==> config.mk <==
export PLATFORM = sky130hd
export DESIGN_NAME = instr_fetch_unit
export DESIGN_NICKNAME = d
export VERILOG_FILES = /design/src/rtl/instr_fetch_unit.sv
export SDC_FILE = /design/constraint.sdc
export NUM_CORES = 1
export LEC_CHECK = 0
export CAP_MARGIN = 20
export CORE_MARGIN = 2
export CORE_UTILIZATION = 57
export CTS_CLUSTER_DIAMETER = 120
export DETAILED_ROUTE_END_ITERATION = 10
export GPL_TIMING_DRIVEN = 0
export HOLD_SLACK_MARGIN = 0.06
export PLACE_DENSITY_LB_ADDON = 0.12
export SETUP_SLACK_MARGIN = 0.5
export SLEW_MARGIN = 5
export SYNTH_ARGS = -nofsm -noshare
export SYNTH_HDL_FRONTEND = slang
export SYNTH_SLANG_ARGS = --single-unit
==> constraint.sdc <==
create_clock -name clk -period 15.3 [get_ports clk]
set_clock_uncertainty 0.2 [all_clocks]
set_input_delay 2.295 -clock clk [delete_from_list [all_inputs] [get_ports clk]]
set_output_delay 2.295 -clock clk [all_outputs]
set_load 0.05 [all_outputs]
==> src/rtl/instr_fetch_unit.sv <==
// Instruction fetch unit: one-outstanding-request memory front end feeding a
// 2-entry {PC, instruction} queue, with redirect handling for branches/PC writes.
module instr_fetch_unit #(
    parameter logic [31:0] RESET_PC = 32'h0000_0000
) (
    input  logic        clk,
    input  logic        reset,
    output logic        imem_req,
    output logic [31:0] imem_addr,
    input  logic        imem_ack,
    input  logic [31:0] imem_rdata,
    output logic        InstrValid,
    output logic [31:0] InstrD,
    output logic [31:0] PCD,
    input  logic        Stall,
    input  logic        Redirect,
    input  logic [31:0] RedirectPC
);

    typedef struct packed {
        logic [31:0] pc;
        logic [31:0] instr;
    } entry_t;

    typedef enum logic [1:0] {IDLE, WAIT, DROP} state_t;

    state_t      state;
    entry_t      head, tail;
    logic [1:0]  count;
    logic [31:0] fpc;
    logic [31:0] stale_addr;

    logic   fire, push, pop;
    entry_t new_entry;

    // DROP keeps presenting the abandoned address so the memory sees a stable request until ack.
    always_comb begin
        imem_req  = 1'b0;
        imem_addr = fpc;
        if (!reset) begin
            case (state)
                IDLE:    imem_req = (count < 2'd2);
                WAIT:    imem_req = 1'b1;
                DROP: begin
                    imem_req  = 1'b1;
                    imem_addr = stale_addr;
                end
                default: imem_req = 1'b0;
            endcase
        end
    end

    assign fire      = imem_req & imem_ack;
    assign push      = fire & ~Redirect & (state != DROP);
    assign pop       = (count != 2'd0) & ~Stall & ~Redirect;
    assign new_entry = '{pc: fpc, instr: imem_rdata};

    assign InstrValid = (count != 2'd0);
    assign InstrD     = InstrValid ? head.instr : 32'h0;
    assign PCD        = InstrValid ? head.pc    : 32'h0;

    always_ff @(posedge clk or posedge reset) begin
        if (reset) begin
            state      <= IDLE;
            fpc        <= RESET_PC;
            count      <= 2'd0;
            stale_addr <= 32'h0;
            head       <= '0;
            tail       <= '0;
        end else begin
            case (state)
                IDLE, WAIT: begin
                    if (fire) begin
                        state <= IDLE;
                    end else if (imem_req) begin
                        if (Redirect) begin
                            state      <= DROP;
                            stale_addr <= imem_addr;
                        end else begin
                            state <= WAIT;
                        end
                    end
                end
                DROP:    if (imem_ack) state <= IDLE;
                default: state <= IDLE;
            endcase

            if (Redirect)
                fpc <= {RedirectPC[31:2], 2'b00};
            else if (push)
                fpc <= fpc + 32'd4;

            // Requests are only issued with count < 2, so push never meets a full queue.
            if (Redirect) begin
                count <= 2'd0;
            end else begin
                case ({push, pop})
                    2'b10: begin
                        if (count == 2'd0) head <= new_entry;
                        else               tail <= new_entry;
                        count <= count + 2'd1;
                    end
                    2'b01: begin
                        head  <= tail;
                        count <= count - 2'd1;
                    end
                    2'b11: begin
                        if (count == 2'd1) begin
                            head <= new_entry;
                        end else begin
                            head <= tail;
                            tail <= new_entry;
                        end
                    end
                    default: ;
                endcase
            end
        end
    end

endmodule

# ---- Word-level counts from Yosys, hierarchy flattened
# Cells that the tools add are included.
dict set report word_totals {
  reg_bits 196
  out_inout_bits 98
  input_bits 69
  word_cells 66
}
dict set report op_classes {
  muxes 21
  addsub 3
  n_eq_ne 12
  order_cmp 1
  n_reduce_logical 13
  n_bitwise 8
}
# op count
set op_table {}
lappend op_table {{$mux 64} 4}
lappend op_table {{$mux 32} 6}
lappend op_table {{$pmux 64 s3} 1}
lappend op_table {{$pmux 64 s2} 1}
lappend op_table {{$add 32x3->32 const B} 1}
lappend op_table {{$mux 2} 5}
lappend op_table {{$ne 2x2->1 const B} 5}
lappend op_table {{$pmux 2 s2} 2}
lappend op_table {{$reduce_and 4->1} 2}
lappend op_table {{$eq 2x1->1 const B} 3}
lappend op_table {{$eq 2x2->1 const B} 3}
lappend op_table {{$reduce_bool 2->1} 3}
lappend op_table {{$reduce_bool 3->1} 2}
lappend op_table {{$and 1x1->1} 5}
lappend op_table {{$logic_not 2->1} 2}
lappend op_table {{$reduce_or 2->1} 2}
lappend op_table {{$ne 3x3->1 const B} 1}
lappend op_table {{$not 1->1} 3}
lappend op_table {{$reduce_and 3->1} 1}
lappend op_table {{$add 2x1->2 const B} 1}
lappend op_table {{$lt 2x2->1 const B} 1}
lappend op_table {{$pmux 1 s2} 1}
lappend op_table {{$reduce_and 2->1} 1}
lappend op_table {{$sub 2x1->2 const B} 1}
lappend op_table {{$mux 1} 1}

# ---- Depth between registers and ports, before layout
dict set report logic_depth {
  word_depth 10
  depth_mapped 10
}

# ---- Least setup slack after synthesis
# Ideal clock, no wire load.
dict set report synth_timing {
  path_type {input port to output port}
  startpoint {input reset}
  endpoint {output imem_addr[0]}
  arrival_ns 7.734
  required_ns 12.805
  setup_slack_ns 5.071
  stages 4
  cell_sequence {inv_1 -> nand2_1 -> clkbuf_1 -> nor2_1}
}
dict set report synth_between {
  elab_chain_len 1
}
# element line_no
set synth_lines {}
lappend synth_lines {{start: declaration} 7} ;# input logic reset,
lappend synth_lines {{$mux 32} 40} ;# if (!reset) begin
lappend synth_lines {{end: declaration} 9} ;# output logic [31:0] imem_addr,
# Every way passes these cells.

# ---- Worst setup path after layout
dict set report layout_timing {
  startpoint {input reset}
  endpoint {output imem_addr[1]}
}
# The elaborated chain is that of the path after synthesis.

==> out/metrics.cfg <==
[run_status]
status = finished, final reports clean

[placement]
dp_slack_ns = 7.60
io_buffer_count = 163
dp_hpwl_um = 14800
globalplace.congestion = 0.845
dpl_cell_area_um2 = 11200

[clock_network]
clk_latency_ns = 0.43
cts_buffers = 17
path_clk_slew_ns = 0.07
clk_path_buf_depth = 2
cts_tree = done
ctsHoldBuffers = 0
cts-root-buf = clkbuf_16
post_cts_buffers = 0
htreeDepth = 4
clock_sinks = 191
cts-resized-gates = 0

[die]
start_util = 0.584
core-area_um2 = 15900
dieArea_um2 = 17300
die_w_um = 132
num_rows = 46
die_h_um = 132
io_pins = 167

[synth]
avgSynthCellArea_um2 = 10.5
netlist.area_leader.share = 0.515
synth_cells = 880
yosysMostFrequentCell = dfrtp_1
synth-edff-count = 0
ys_ff_latch = 191
synth_nets = 956
netlist_area_um2 = 9270
yosys-top-cells-area = dfrtp_1 52%, mux2_2 12%, mux2i_1 6.8%
synthDistinctLibCells = 40
ys_warn_count = 0
synthArstFlopShare = 1.00
synth_commonest_cells = 191 x dfrtp_1, 128 x nand2_1, 95 x mux2_2
synth_seq_area_share = 0.515
yosys_most_used_dff = dfrtp_1
synth_area_leader_cell = dfrtp_1

[critical_path]
crit_type = input pin to output port
crit_path_end_kind = output port
start_kind = input pin
cp_max_fo = 120
cp.required_ns = 12.81
crit_arrival_ns = 5.13
reg2reg_depth = 8

[timing]
maxSlewHeadroom = 0.370
period_share = 0.498
fmax_mhz = 131
hold_viol_final = 0
setup_violations = 0
rsz0062_at_grt = false
setup_slack_ns = 7.68
tightest_slew_ns = 0.945
slew_viol_final = 0
final.setup.tns_ns = 0
min_period_ns = 7.62

[cells_and_area]
n_fill_cell = 1205
fin_nets = 1139
regArea_um2 = 4780
diodes = 0
fin_area_um2 = 11800
drive_gt1_frac = 0.144
multi_input_comb_area_um2 = 4120
syn_to_final_growth_pct = 27.3

[route]
wl_um = 20800
route.vias.total = 6812
vias_per_cell = 5.27
dr.pass1.iters = 4
drtIter0Drc = 390
antenna_left = 0
drc_errors = 0
wl_per_cell_um = 16.1

[run]
max_cap_violations = 0

[global_routing]
grt_overflow_total = 0
grt_use_total = 0.246
grt_pass1_wl_um = 34300
grt_antenna_before_repair = 0
grt_pass1_vias = 6871
grt_start_max_net_pins = 121

[pwr]
vdd_drop_max_uv = 125
p_leak_nw = 5.35
power.density_nw_per_um2 = 213

[min_path]
worstHoldPathCells = 2
hold_class = flip-flop to flip-flop

==> per-layer routing <==
metal | up-vias | global-route usage | wire length (um)
li1 | 3347 | - | -
met1 | 3271 | 0.344 | 9810
met2 | 173 | 0.399 | 9820
met3 | 21 | 0.0486 | 969
met4 | 0 | 0.0574 | 221
met5 | - | 0 | 0
==> per-stage QoR <==
stage	total power (W)	cells	utilization	hold WS, ns
floorplan	0.00171	880	-	0.256
global placement	0.00205	1259	0.703	0.275
detailed placement	0.00209	1260	0.706	0.285
CTS	0.00253	1292	0.743	0.300
global route	0.00266	1292	0.743	0.317
finish	0.00252	1292	0.743	0.295
==> cell usage in the layout (no fill, tap or decap), types with 2 or more instances in the layout <==
cell / synthesis / layout
mux2i_1: 63 / 63
clkinv_2: 0 / 2
dfrtp_1: 191 / 191
clkinv_4: 0 / 4
buf_6: 8 / 8
o21ai_0: 28 / 28
clkbuf_1: 34 / 35
buf_1: 3 / 3
bufinv_16: 0 / 2
nor2_1: 79 / 79
mux2_2: 95 / 95
clkinvlp_4: 0 / 3
o21a_1: 2 / 2
ha_1: 7 / 7
a21oi_1: 63 / 63
and3_1: 3 / 3
nor3_1: 9 / 9
and2_1: 2 / 2
nand4_1: 16 / 16
nand3_1: 7 / 7
and4_1: 2 / 2
clkdlybuf4s50_1: 0 / 163
clkbuf_16: 0 / 17
nand2_1: 128 / 128
inv_1: 12 / 11
clkbuf_8: 1 / 3
xnor2_1: 14 / 14
nor4_1: 4 / 4
nor2b_1: 65 / 65
xor2_1: 16 / 16
buf_4: 7 / 7
buf_2: 7 / 7
==> state kept, by name, indices dropped and copies added (netlist names) <==
name and cells:
count 2, stale_addr 32, fpc 30, state 2, head 63, tail 62
==> cell families (layout without fill, tap and decap cells) <==
family,count (synthesis),after routing,synth area share
and+or+nand+nor,319,319,0.160
DFF,191,191,0.515
muxes,158,158,0.183
AOI/OAI and AO/OA,103,103,0.0626
buffers and inverters,72,268,0.0405
xor gates and xnor gates,30,30,0.0283
adders and majority gates,7,7,0.00944
==> final timing paths <==
check                                    from            end  slack [ns]
worst max-delay path                    reset   imem_addr[1]        7.68
worst min-delay path            stale_addr[1]  stale_addr[1]        0.30
worst max register to register       state[0]       head[61]       12.08
worst min register to register  stale_addr[1]  stale_addr[1]        0.30
max in group asynchronous               reset        head[3]       11.69
min in group asynchronous               reset        fpc[13]        2.40
==> final cells by class <==
class / instances / area share
well taps: 216 / 0.0229
inverters: 12 / 0.00445
flip-flops and latches: 191 / 0.405
multi-input cells: 617 / 0.349
clock inverters: 12 / 0.0116
repair buffers: 164 / 0.141
plain buffers: 60 / 0.0280
clock buffers: 20 / 0.0387
==> critical path, stage by stage <==
cell             delay, ns
clkdlybuf4s50_1       0.58
inv_8                 0.67
nand2_1               0.28
clkbuf_1              0.32
nor2_1                0.16
clkdlybuf4s50_1       0.82
==> where the power goes <==
group / leakage (nW) / switching [W] / internal [W]
Clock: 0.283 / 0.000193 / 0.000250
Sequential: 2.31 / 0.000109 / 0.000717
Combinational: 2.76 / 0.000772 / 0.000475
Total: 5.35 / 0.00107 / 0.00144
Power figures use the tool's default switching activity.
